**src/rtl/shaper_ctrl_if.sv**
```systemverilog
// Configuration request bus and event output bus of the shaper controller.
// The master side is the readout/consumer. The slave side is shaper_ctrl.
interface shaper_ctrl_if #(
   parameter int KW               = 7,
   parameter int SIZE_FILTER_DATA = 16
);
   logic                               cfg_valid;
   logic                               cfg_ready;
   logic [KW-1:0]                      cfg_k;
   logic [KW-1:0]                      cfg_l;
   logic [15:0]                        cfg_m;
   logic signed [SIZE_FILTER_DATA-1:0] cfg_thr;
   logic                               cfg_err;
   logic                               ev_valid;
   logic                               ev_ready;
   logic signed [SIZE_FILTER_DATA-1:0] ev_peak;
   logic [15:0]                        ev_time;

   modport master (
      output cfg_valid, cfg_k, cfg_l, cfg_m, cfg_thr, ev_ready,
      input  cfg_ready, cfg_err, ev_valid, ev_peak, ev_time
   );

   modport slave (
      input  cfg_valid, cfg_k, cfg_l, cfg_m, cfg_thr, ev_ready,
      output cfg_ready, cfg_err, ev_valid, ev_peak, ev_time
   );
endinterface

```
**src/rtl/shaper_ctrl.sv**
```systemverilog
// Sequencing and event controller for the trapezoidal shaping filter.
// The controller owns the applied k/l/M configuration and the filter reset.
// It runs a flush/settle sequence after reset and after every accepted configuration.
// When armed, it turns each threshold-crossing pulse into one {peak, timestamp} event.
// The event goes out through a single-entry buffer. Events are dropped when that buffer is full.
module shaper_ctrl #(
   parameter int N                = 64,
   parameter int PIPE             = 6,
   parameter int SIZE_FILTER_DATA = 16,
   parameter int KW               = 7,
   parameter int DEF_K            = 8,
   parameter int DEF_L            = 16,
   parameter int DEF_M            = 100,
   parameter int DEF_THR          = 64
) (
   input  logic                               clk,
   input  logic                               reset,
   shaper_ctrl_if.slave                       bus,
   output logic                               flt_reset_n,
   output logic [KW-1:0]                      flt_k,
   output logic [KW-1:0]                      flt_l,
   output logic [15:0]                        flt_m,
   input  logic signed [SIZE_FILTER_DATA-1:0] flt_data,
   output logic                               active,
   output logic [7:0]                         drop_cnt
);
   localparam int SW = SIZE_FILTER_DATA;
   localparam int SETTLE_CYC = N + PIPE;
   localparam int CW = $clog2(SETTLE_CYC + 1);
   localparam logic [KW:0] N_LIM = (KW+1)'(N);

   typedef enum logic [1:0] {
      FLUSH  = 2'd0,
      SETTLE = 2'd1,
      ARMED  = 2'd2,
      PEAK   = 2'd3
   } state_t;

   state_t               state_q, state_d;
   logic [CW-1:0]        cnt_q, cnt_d;
   logic [KW-1:0]        k_q, k_d, l_q, l_d;
   logic [15:0]          m_q, m_d;
   logic signed [SW-1:0] thr_q, thr_d;
   logic                 cfg_err_q, cfg_err_d;
   logic                 cfg_ready_q, cfg_ready_d;
   logic                 flt_rst_n_q, flt_rst_n_d;
   logic                 active_q, active_d;
   logic                 ev_valid_q, ev_valid_d;
   logic signed [SW-1:0] ev_peak_q, ev_peak_d;
   logic [15:0]          ev_time_q, ev_time_d;
   logic [7:0]           drop_q, drop_d;
   logic [15:0]          ts_q, ts_d;
   logic signed [SW-1:0] max_q, max_d;
   logic [15:0]          tmax_q, tmax_d;
   logic                 cfg_fire_s;
   logic                 emit_s;

   // A request is usable only if both windows are non-empty and they fit in the delay line.
   function automatic logic cfg_ok(input logic [KW-1:0] k, input logic [KW-1:0] l);
      logic [KW:0] sum;
      sum = {1'b0, k} + {1'b0, l};
      return (k != '0) && (l != '0) && (sum <= N_LIM);
   endfunction

   // This block computes the next state, the sequencing counter, the pulse tracker, the configuration and the event buffer.
   always_comb begin
      state_d   = state_q;
      cnt_d     = cnt_q;
      k_d       = k_q;
      l_d       = l_q;
      m_d       = m_q;
      thr_d     = thr_q;
      cfg_err_d = cfg_err_q;
      ev_valid_d = ev_valid_q;
      ev_peak_d = ev_peak_q;
      ev_time_d = ev_time_q;
      drop_d    = drop_q;
      max_d     = max_q;
      tmax_d    = tmax_q;
      ts_d      = ts_q + 16'd1;
      emit_s    = 1'b0;
      cfg_fire_s = bus.cfg_valid && cfg_ready_q;

      case (state_q)
         FLUSH: begin
            if (cnt_q == CW'(1)) begin
               state_d = SETTLE;
               cnt_d   = '0;
            end else begin
               cnt_d = cnt_q + CW'(1);
            end
         end
         SETTLE: begin
            if (cnt_q == CW'(SETTLE_CYC - 1)) begin
               state_d = ARMED;
               cnt_d   = '0;
            end else begin
               cnt_d = cnt_q + CW'(1);
            end
         end
         ARMED: begin
            if (flt_data > thr_q) begin
               state_d = PEAK;
               max_d   = flt_data;
               tmax_d  = ts_q;
            end else begin
               state_d = ARMED;
            end
         end
         PEAK: begin
            if (flt_data <= thr_q) begin
               emit_s  = 1'b1;
               state_d = ARMED;
            end else if (flt_data > max_q) begin
               max_d  = flt_data;
               tmax_d = ts_q;
            end else begin
               state_d = PEAK;
            end
         end
         default: begin
            state_d = FLUSH;
            cnt_d   = '0;
         end
      endcase

      // An accepted valid request wins over pulse tracking and aborts any pulse in flight.
      if (cfg_fire_s) begin
         if (cfg_ok(bus.cfg_k, bus.cfg_l)) begin
            k_d       = bus.cfg_k;
            l_d       = bus.cfg_l;
            m_d       = bus.cfg_m;
            thr_d     = bus.cfg_thr;
            cfg_err_d = 1'b0;
            state_d   = FLUSH;
            cnt_d     = '0;
            emit_s    = 1'b0;
         end else begin
            cfg_err_d = 1'b1;
         end
      end else begin
         cfg_err_d = cfg_err_q;
      end

      if (ev_valid_q && bus.ev_ready) begin
         ev_valid_d = 1'b0;
      end else begin
         ev_valid_d = ev_valid_q;
      end

      if (emit_s) begin
         if (!ev_valid_q || bus.ev_ready) begin
            ev_valid_d = 1'b1;
            ev_peak_d  = max_q;
            ev_time_d  = tmax_q;
         end else if (drop_q != 8'hFF) begin
            drop_d = drop_q + 8'd1;
         end else begin
            drop_d = drop_q;
         end
      end else begin
         drop_d = drop_q;
      end

      flt_rst_n_d = (state_d != FLUSH);
      cfg_ready_d = (state_d != FLUSH);
      active_d    = (state_d == ARMED) || (state_d == PEAK);
   end

   // Register update. Synchronous reset loads the default configuration and restarts the flush.
   always_ff @(posedge clk) begin
      if (!reset) begin
         state_q     <= FLUSH;
         cnt_q       <= '0;
         k_q         <= KW'(DEF_K);
         l_q         <= KW'(DEF_L);
         m_q         <= 16'(DEF_M);
         thr_q       <= SW'(DEF_THR);
         cfg_err_q   <= 1'b0;
         cfg_ready_q <= 1'b0;
         flt_rst_n_q <= 1'b0;
         active_q    <= 1'b0;
         ev_valid_q  <= 1'b0;
         ev_peak_q   <= '0;
         ev_time_q   <= 16'd0;
         drop_q      <= 8'd0;
         ts_q        <= 16'd0;
         max_q       <= '0;
         tmax_q      <= 16'd0;
      end else begin
         state_q     <= state_d;
         cnt_q       <= cnt_d;
         k_q         <= k_d;
         l_q         <= l_d;
         m_q         <= m_d;
         thr_q       <= thr_d;
         cfg_err_q   <= cfg_err_d;
         cfg_ready_q <= cfg_ready_d;
         flt_rst_n_q <= flt_rst_n_d;
         active_q    <= active_d;
         ev_valid_q  <= ev_valid_d;
         ev_peak_q   <= ev_peak_d;
         ev_time_q   <= ev_time_d;
         drop_q      <= drop_d;
         ts_q        <= ts_d;
         max_q       <= max_d;
         tmax_q      <= tmax_d;
      end
   end

   assign bus.cfg_ready = cfg_ready_q;
   assign bus.cfg_err   = cfg_err_q;
   assign bus.ev_valid  = ev_valid_q;
   assign bus.ev_peak   = ev_peak_q;
   assign bus.ev_time   = ev_time_q;
   assign flt_reset_n   = flt_rst_n_q;
   assign flt_k         = k_q;
   assign flt_l         = l_q;
   assign flt_m         = m_q;
   assign active        = active_q;
   assign drop_cnt      = drop_q;
endmodule
```
**src/flat_wrapper.sv**
```systemverilog
// flat-port wrapper written by rule: the top's interface ports become plain ports
module shaper_ctrl_flat 
#(
   parameter int N                = 64,
   parameter int PIPE             = 6,
   parameter int SIZE_FILTER_DATA = 16,
   parameter int KW               = 7,
   parameter int DEF_K            = 8,
   parameter int DEF_L            = 16,
   parameter int DEF_M            = 100,
   parameter int DEF_THR          = 64
)
  (clk, reset, flt_reset_n, flt_k, flt_l, flt_m, flt_data, active, drop_cnt, bus_cfg_valid, bus_cfg_k, bus_cfg_l, bus_cfg_m, bus_cfg_thr, bus_ev_ready, bus_cfg_ready, bus_cfg_err, bus_ev_valid, bus_ev_peak, bus_ev_time);
  shaper_ctrl_if #(.KW(KW), .SIZE_FILTER_DATA(SIZE_FILTER_DATA)) bus_i ();
  input  logic clk;
  input  logic reset;
  output logic flt_reset_n;
  output logic [KW-1:0] flt_k;
  output logic [KW-1:0] flt_l;
  output logic [15:0] flt_m;
  input  logic signed [SIZE_FILTER_DATA-1:0] flt_data;
  output logic active;
  output logic [7:0] drop_cnt;
  input wire logic [$bits(bus_i.cfg_valid)-1:0] bus_cfg_valid;
  input wire logic [$bits(bus_i.cfg_k)-1:0] bus_cfg_k;
  input wire logic [$bits(bus_i.cfg_l)-1:0] bus_cfg_l;
  input wire logic [$bits(bus_i.cfg_m)-1:0] bus_cfg_m;
  input wire logic [$bits(bus_i.cfg_thr)-1:0] bus_cfg_thr;
  input wire logic [$bits(bus_i.ev_ready)-1:0] bus_ev_ready;
  output wire logic [$bits(bus_i.cfg_ready)-1:0] bus_cfg_ready;
  output wire logic [$bits(bus_i.cfg_err)-1:0] bus_cfg_err;
  output wire logic [$bits(bus_i.ev_valid)-1:0] bus_ev_valid;
  output wire logic [$bits(bus_i.ev_peak)-1:0] bus_ev_peak;
  output wire logic [$bits(bus_i.ev_time)-1:0] bus_ev_time;
  assign bus_i.cfg_valid = bus_cfg_valid;
  assign bus_i.cfg_k = bus_cfg_k;
  assign bus_i.cfg_l = bus_cfg_l;
  assign bus_i.cfg_m = bus_cfg_m;
  assign bus_i.cfg_thr = bus_cfg_thr;
  assign bus_i.ev_ready = bus_ev_ready;
  assign bus_cfg_ready = bus_i.cfg_ready;
  assign bus_cfg_err = bus_i.cfg_err;
  assign bus_ev_valid = bus_i.ev_valid;
  assign bus_ev_peak = bus_i.ev_peak;
  assign bus_ev_time = bus_i.ev_time;
  shaper_ctrl #(.N(N), .PIPE(PIPE), .SIZE_FILTER_DATA(SIZE_FILTER_DATA), .KW(KW), .DEF_K(DEF_K), .DEF_L(DEF_L), .DEF_M(DEF_M), .DEF_THR(DEF_THR)) u_core (.clk(clk), .reset(reset), .bus(bus_i), .flt_reset_n(flt_reset_n), .flt_k(flt_k), .flt_l(flt_l), .flt_m(flt_m), .flt_data(flt_data), .active(active), .drop_cnt(drop_cnt));
endmodule
```
**config.mk**
```make
export PLATFORM = sky130hd
export DESIGN_NAME = shaper_ctrl_flat
export DESIGN_NICKNAME = d
export VERILOG_FILES = /design/src/rtl/shaper_ctrl_if.sv /design/src/rtl/shaper_ctrl.sv /design/src/flat_wrapper.sv
export SDC_FILE = /design/constraint.sdc
export NUM_CORES = 1
export LEC_CHECK = 0
export ABC_AREA = 1
export CAP_MARGIN = 20
export CORE_AREA = 2 2 127 117
export CTS_CLUSTER_SIZE = 24
export DETAILED_ROUTE_END_ITERATION = 8
export DIE_AREA = 0 0 129 119
export GPL_ROUTABILITY_DRIVEN = 0
export PLACE_DENSITY_LB_ADDON = 0.08
export SLEW_MARGIN = 0
export SYNTH_ARGS = -nofsm -noshare
export SYNTH_HDL_FRONTEND = slang
export SYNTH_SLANG_ARGS = --single-unit
```
**constraint.sdc**
```tcl
create_clock -name clk -period 6.3 [get_ports clk]
set_input_delay 1.26 -clock clk [delete_from_list [all_inputs] [get_ports clk]]
set_output_delay 1.26 -clock clk [all_outputs]
set_load 0.01 [all_outputs]
```
==> flow_summary.toml, run 1 <==
[status]
status = "finished, final reports clean"

[synthesis]
synth_top_family_by_area = "simple AND/OR/NAND/NOR gates"
synth_mux_area_frac = 0
synth_compound_area_frac = 0.131
seq_area_frac_synth = 0.420
synthAdderAreaFrac = 0.0796
synth-seq-cells = 147
synthSimpleGateAreaFrac = 0.272
avgSynthCellArea_sq_um = 7.43
synth_area_sq_um = 7010
ys_warn_count = 0
synth_nets = 1054
netlist_instances = 944
ys_types = 37
synth-xor-area-share = 0.0125

[worst_setup_path]
required_ns = 6.56
worstPathCellList = "clkdlybuf4s50_1, ha_1, inv_1, fa_1, inv_1, nand3_1, nand2_1, nand2_1, nand2_1, nand2_1, nand2_1, nand2_2, a21oi_4, buf_4, nand3_2, nand2_1, a21oi_1"
cp_common_cell = "nand2_1"
slowest_delay_ns = 0.61
critPathSlowestCell = "nand3_2"
cp.arrival_ns = 4.50
cp_max_fo = 43
path_class = "in -> reg"
cp-end-kind = "register"
critPathLaunchType = "primary input"

[cells_and_area]
areaGrowthSynthToFinish_pct = 29.8
final_cells = 1269
final_common_cell = "nand2_1"
multi_input_area_sq_um = 3480
regArea_sq_um = 2940
final_util = 0.639
stdcell_area_sq_um = 9100
finalNetCount = 1168
layout_common_cells = "nand2_1, dfxtp_1, clkdlybuf4s50_1"
nFillCells = 1308
n_antenna_cell = 0
drive_above_1_share = 0.0514

[pwr]
leakagePower_nw = 3.50
power_density_nw_per_um2 = 270
vdd.ir_drop.worst_mv = 0.176

[placement]
dp_cells = 1236
dp_hpwl_mm = 11.6
io_buffers = 140
place_area_sq_um = 8450

[sta]
setup_viol = 0
worst_slew_pin_slew_ns = 0.789
slew_violations = 0
slew_headroom = 0.473
holdWs_ns = 0.453
max_clock_freq_mhz = 236
fin_tns_setup_ns = 0
rsz0062_at_grt = "no"
skew_ns = 0.00948
hold_violations = 0
period_minus_slack_ns = 4.24
period_share = 0.673

[clocking]
cts_sinks = 147
cts_root_buffer = "clkbuf_16"
clk_pin_slew_ns = 0.06
post_cts_resized = 0
numCtsBuffers = 17
clkLatencyLatePin_ns = 0.42
cts_tree = "yes"
holdBufCountCts = 0
clk_path_buf_depth = 2
htreeDepth = 4
cts_setup_buffers = 0

[grt]
grt_pass1_vias = 5953
grt_max_degree = 70
grt_pass1_wl_mm = 28.6
antenna_found_initial = 0
track_usage = 0.233
gr-total-overflow = 0

[route]
firstDrtPassIters = 4
drtAntennaViolNets = 0
vias = 6407
drc = 0
routed_wl_mm = 17.1
drtIter0Drc = 468
wl_per_cell_um = 13.5
via_per_inst = 5.05

[hold_path]
hp-class = "reg -> reg"

[floorplanning]
fp.dieH_um = 119
fp.dieW_um = 129
ioPinCount = 141
start_util = 0.492
core_area_sq_um = 14200
rows = 42
die_area_sq_um = 15400

[flow_run]
cap_viol_max_count = 0
==> cell usage after synthesis, drive strengths merged <==
cell type,number,area (sq um)
xor2,8,70.1
clkbuf,24,90.1
o21a,1,7.51
buf,29,178
a21oi,116,596
nand3b,17,128
a31oi,2,12.5
a21o,1,7.51
nand4,42,263
a41oi,1,8.76
nor4,1,6.26
dfxtp,147,2940
or2,1,6.26
nand3,53,283
o21ai,50,250
o211ai,3,22.5
nor2,128,483
fa,1,20.0
inv,87,327
nor3b,3,27.5
o21bai,2,15.0
xnor2,2,17.5
nor3,12,70.1
nand2,170,643
ha,43,538
==> critical path, delay by kind of cell <==
family	cells	cell delay, ns
compound gates	2	0.21
simple gates	9	1.37
buf+inv	4	1.05
fa+ha+maj	2	0.58
==> cell type report <==
cell class	count	area share
clock buffers	19	0.0487
inverters	87	0.0359
well taps	198	0.0272
clock inverters	13	0.0199
flip-flops and latches	147	0.323
multi-input cells	657	0.383
repair buffers	148	0.162
==> flip-flops by register name, indices dropped and copies added (netlist names) <==
| name | flops |
|---|---|
| u_core.active | 1 |
| u_core.bus.cfg_err | 1 |
| u_core.bus.cfg_ready | 1 |
| u_core.bus.ev_peak | 16 |
| u_core.bus.ev_time | 16 |
| u_core.bus.ev_valid | 1 |
| u_core.cnt_q | 7 |
| u_core.drop_cnt | 8 |
| u_core.flt_k | 7 |
| u_core.flt_l | 7 |
| u_core.flt_m | 16 |
| u_core.max_q | 16 |
| u_core.state_q | 2 |
| u_core.thr_q | 16 |
| u_core.tmax_q | 16 |
| u_core.ts_q | 16 |
==> through the flow <==
step / power, mW / setup WS [ns]
floorplan: 1.26 / 3.23
global placement: 1.40 / 1.75
detailed placement: 1.40 / 1.69
CTS: 2.47 / 2.09
global route: 2.58 / 1.79
finish: 2.46 / 2.06
==> cell families after synthesis <==
| kind of cell | count (synthesis) |
|---|---|
| AOI/OAI and AO/OA | 176 |
| xor gates and xnor gates | 10 |
| DFF | 147 |
| buffers and inverters | 140 |
| and+or+nand+nor | 427 |
| adders and majority gates | 44 |
==> routing by layer <==
layer,part of all wire,track usage
met1,0.46,0.301
met3,0.030,0.0530
met5,0,0
met4,0.011,0.0577
met2,0.50,0.392
==> path summary, 6_finish.rpt <==
path	startpoint	endpoint	slack, ns	cells after the start
setup / recovery	bus_cfg_l[0]	u_core.bus.ev_peak[7]	2.06	17
hold / removal	u_core.ts_q[0]	u_core.ts_q[0]	0.45	1
setup reg to reg	u_core.thr_q[15]	u_core.bus.ev_peak[7]	3.31	11
hold reg to reg	u_core.ts_q[0]	u_core.ts_q[0]	0.45	1
==> power by group <==
part / leakage, nW / switching [mW] / total, mW / internal [mW]
combinational: 2.01 / 0.220 / 0.392 / 0.173
sequential: 1.19 / 0.0282 / 1.00 / 0.973
clock: 0.303 / 0.393 / 1.07 / 0.672
total: 3.50 / 0.641 / 2.46 / 1.82
Note: power is estimated with default switching activity, not from simulation.
==> inputs of run 2 (changes only) <==
Settings changed: CORE_AREA 2 2 127 117 to 2 2 132 121, DIE_AREA 0 0 129 119 to 0 0 134 123.
Clock period 6.3 ns to 3.7 ns, I/O delays scaled along.
==> run 2 against run 1 <==
Via count rose by 0.37%. Clock power rose by 82%. Wire length rose by 1.5%. Clock skew fell by 0.0012 ns. Critical endpoint is now u_core.drop_cnt[7]. Critical path type unchanged. Core utilization fell by 2.9 points. Largest power group unchanged. Non-clock buffer count rose by 9. Combinational power rose by 71%.
==> flow_summary.toml, run 2 (same netlist as run 1, synthesis figures left out) <==
[route]
drc = 0
wl_per_cell_um = 13.6
via_per_inst = 5.02
vias = 6431
routed_wl_mm = 17.4
firstDrtPassIters = 5
drtIter0Drc = 305
drtAntennaViolNets = 0

[cells_and_area]
n_antenna_cell = 0
final_common_cell = "nand2_1"
final_cells = 1281
finalNetCount = 1177
final_util = 0.610
layout_common_cells = "nand2_1, dfxtp_1, clkdlybuf4s50_1"
drive_above_1_share = 0.0593
areaGrowthSynthToFinish_pct = 31.5
stdcell_area_sq_um = 9220
nFillCells = 1417

[sta]
holdWs_ns = 0.456
period_minus_slack_ns = 3.11
slew_violations = 0
setup_viol = 0
rsz0062_at_grt = "no"
period_share = 0.842
slew_headroom = 0.520
hold_violations = 0
fin_tns_setup_ns = 0
skew_ns = 0.00827
max_clock_freq_mhz = 321
worst_slew_pin_slew_ns = 0.720
layout_setup_ws_ns = 0.586

[clocking]
post_cts_resized = 0
cts_sinks = 147
numCtsBuffers = 17
cts_root_buffer = "clkbuf_16"
clk_path_buf_depth = 2
cts_tree = "yes"
htreeDepth = 4
clkLatencyLatePin_ns = 0.42
holdBufCountCts = 0
cts_setup_buffers = 0
clk_pin_slew_ns = 0.06

[grt]
gr-total-overflow = 0
track_usage = 0.221
antenna_found_initial = 0
grt_max_degree = 59
grt_pass1_vias = 6023
grt_pass1_wl_mm = 29.3

[worst_setup_path]
path_class = "in -> reg"
cp.arrival_ns = 3.40
required_ns = 3.98
critPathLaunchType = "primary input"
cp-end-kind = "register"
cp_max_fo = 8

[pwr]
p_total_mw = 4.33
leakagePower_nw = 3.55
p_int_mw = 3.23
power_density_nw_per_um2 = 469
power_frac_seq = 0.394
vdd.ir_drop.worst_mv = 0.332
clock_power_share = 0.451
power.switching_mw = 1.10
comb_power_share = 0.155
switching_share = 0.254

[floorplanning]
rows = 43
die_area_sq_um = 16500
core_area_sq_um = 15100
ioPinCount = 141
fp.dieW_um = 134
start_util = 0.464
fp.dieH_um = 123

[placement]
place_area_sq_um = 8550
dp_cells = 1250
io_buffers = 140
dpl_worst_slack_ns = 0.267
dp_hpwl_mm = 12.0

[hold_path]
hp-class = "reg -> reg"

[status]
status = "finished, final reports clean"

[flow_run]
cap_viol_max_count = 0
[run 2: changes by cell type in the layout (fill, tap and decap cells not counted)]
cell,change
buf_12,+2
buf_16,-1
buf_4,+8
bufinv_16,+2
clkbuf_1,-1
clkinv_2,-3
clkinv_4,-2
clkinvlp_4,+3
[run 2: path summary, 6_finish.rpt]
kind               startpoint                 end  slack (ns)  cells after the start
max              bus_cfg_l[0]  u_core.drop_cnt[7]        0.59                     17
max reg2reg  u_core.thr_q[15]  u_core.drop_cnt[5]        1.35                     10
min reg2reg   u_core.thr_q[2]     u_core.thr_q[2]        0.46                      2
min           u_core.thr_q[2]     u_core.thr_q[2]        0.46                      2
[run 2: layout make-up]
| class | instances | area, sq um | area share |
|---|---|---|---|
| clock buffers | 18 | 439 | 0.0476 |
| clock inverters | 13 | 231 | 0.0251 |
| inverters | 87 | 327 | 0.0354 |
| multi-input cells | 657 | 3480 | 0.378 |
| flip-flops and latches | 147 | 2940 | 0.319 |
| well taps | 202 | 253 | 0.0274 |
| repair buffers | 157 | 1550 | 0.168 |
[run 2: worst max-delay path, cell delays in order]
cell and delay [ns]:
clkdlybuf4s50_1 0.51, ha_1 0.22, inv_1 0.07, fa_1 0.38, inv_1 0.08, nand3_1 0.09
nand2_1 0.11, nand2_1 0.07, nand2_1 0.06, nand2_1 0.05, nand2_1 0.09, nand2_2 0.09
a21oi_4 0.20, buf_4 0.18, nand3_1 0.25, nand2_1 0.14, a21oi_1 0.06
[run 2: routing by layer]
| metal | GRT usage | up-vias | share of wire |
|---|---|---|---|
| li1 | - | 3377 | - |
| met1 | 0.273 | 2946 | 0.46 |
| met2 | 0.386 | 85 | 0.49 |
| met3 | 0.0472 | 23 | 0.030 |
| met4 | 0.0698 | 0 | 0.019 |
| met5 | 0 | - | 0 |
[run 2: power by group through the flow]
stage / registers [mW] / logic [mW] / clock network, mW
2_1_floorplan: 1.75 / 0.398 / 0
3_3_place_gp: 1.74 / 0.662 / 0
3_5_place_dp: 1.74 / 0.666 / 0
4_1_cts: 1.71 / 0.673 / 1.99
5_1_grt: 1.71 / 0.765 / 2.06
6_report: 1.71 / 0.669 / 1.95
==> inputs of run 3 (changes only) <==
Clock period 3.7 ns to 2.8 ns, I/O delays scaled along.
==> run 3 against run 2 <==
Sequential power is 32% higher. Critical path depth is 1 lower. Largest cell class unchanged. Via count is 2.4% higher. Clock power is 21% higher. Critical endpoint is now u_core.bus.ev_peak[13]. Die area stayed put. Highest routed layer unchanged. Core utilization is 2.3 points higher. Count of clock-buffer cells in the layout is 5 higher.
==> flow_summary.toml, run 3 (same netlist as run 1, synthesis figures left out) <==
[cells_and_area]
n_antenna_cell = 0
finalNetCount = 1210
drive_above_1_share = 0.0890
final_common_cell = "nand2_1"
areaGrowthSynthToFinish_pct = 36.4
final_cells = 1314
layout_common_cells = "nand2_1, dfxtp_1, clkdlybuf4s50_1"

[route]
drtAntennaViolNets = 0
routed_wl_mm = 17.9
vias = 6584
via_per_inst = 5.01
wl_per_cell_um = 13.6
firstDrtPassIters = 4
drtIter0Drc = 348
drc = 0

[clocking]
clkLatencyLatePin_ns = 0.42
cts_sinks = 147
numCtsBuffers = 17
htreeDepth = 4
clk_path_buf_depth = 2
clk_pin_slew_ns = 0.06
cts_root_buffer = "clkbuf_16"
cts_tree = "yes"
holdBufCountCts = 0

[grt]
grt_max_degree = 58
track_usage = 0.219
grt_pass1_wl_mm = 29.1
gr-total-overflow = 0
antenna_found_initial = 0
grt_pass1_vias = 6136

[sta]
worst_slew_pin_slew_ns = 0.522
period_share = 0.918
slew_violations = 0
skew_ns = 0.00618
slew_headroom = 0.652
rsz0062_at_grt = "no"
max_clock_freq_mhz = 389
setup_viol = 0
period_minus_slack_ns = 2.57
hold_violations = 0

[worst_setup_path]
cp.arrival_ns = 2.85
critPathLaunchType = "primary input"
critPathSlowestCell = "clkdlybuf4s50_1"
cp_common_cell = "nand2_1"
critical_path.top_delay_family = "buffers and inverters"
path_class = "in -> reg"
required_ns = 3.08
cp_max_fo = 8
worstPathCellList = "clkdlybuf4s50_1, inv_1, fa_2, inv_2, nand3_1, nand2_1, nand2_1, nand2_1, nand2_1, nand2_1, nand2_2, a21oi_4, nand3_4, clkbuf_16, nand2_1, a21oi_1"
cp-end-kind = "register"
crit_buf_inv = 4
slowest_delay_ns = 0.48

[floorplanning]
fp.dieH_um = 123
fp.dieW_um = 134
die_area_sq_um = 16500
start_util = 0.464
core_area_sq_um = 15100
rows = 43
ioPinCount = 141

[flow_run]
cap_viol_max_count = 0

[pwr]
power_density_nw_per_um2 = 582
vdd.ir_drop.worst_mv = 0.471
leakagePower_nw = 3.76
p_total_mw = 5.57

[placement]
dp_hpwl_mm = 12.2
io_buffers = 140
dp_cells = 1278

[status]
status = "finished, final reports clean"

[hold_path]
hp-class = "reg -> reg"
==> run 3: layout make-up <==
| cell class | count | area, sq um |
|---|---|---|
| clock buffer | 23 | 488 |
| clock inverter | 8 | 124 |
| fill | 1412 | 5550 |
| inverter | 87 | 327 |
| multi-input combinational | 657 | 3500 |
| sequential | 147 | 2940 |
| tap | 202 | 253 |
| timing repair buffer | 190 | 1930 |
==> run 3: what timing repair did <==
item,4_1_cts,5_1_grt
resized for setup,0,7
endpoints found under the setup margin,0,76
setup buffers,0,1
==> run 3: final timing paths <==
kind	startpoint	to	slack, ns	cells past startpoint
worst max-delay path	bus_cfg_l[1]	u_core.bus.ev_peak[13]	0.23	16
worst max register to register	u_core.thr_q[13]	u_core.bus.ev_peak[0]	0.61	10
worst min register to register	u_core.ts_q[0]	u_core.ts_q[0]	0.45	1
worst min-delay path	u_core.ts_q[0]	u_core.ts_q[0]	0.45	1
==> run 3: metal layers <==
layer / routed length [um] / GRT usage / up-vias
met4: 371 / 0.0698 / 0
met1: 8240 / 0.279 / 3000
met2: 8480 / 0.370 / 114
met3: 774 / 0.0500 / 26
li1: - / - / 3444
met5: 0 / 0 / -
==> run 3: where the power goes <==
group	leakage [nW]	switching, mW	internal (mW)	total (mW)
combinational	2.28	0.510	0.440	0.950
clock	0.296	0.872	1.49	2.36
sequential	1.19	0.0638	2.19	2.25
==> run 3: per-stage QoR <==
step | utilization | hold WS [ns] | setup TNS (ns) | cell area [sq um] | setup slack [ns]
floorplan | - | 0.417 | 0 | 7010 | 0.434
global placement | 0.585 | 0.432 | -19.01 | 8840 | -0.237
detailed placement | 0.585 | 0.445 | -21.56 | 8840 | -0.282
CTS | 0.625 | 0.454 | 0 | 9450 | 0.131
global route | 0.633 | 0.471 | 0 | 9560 | 0.0210
finish | 0.633 | 0.452 | 0 | 9560 | 0.228
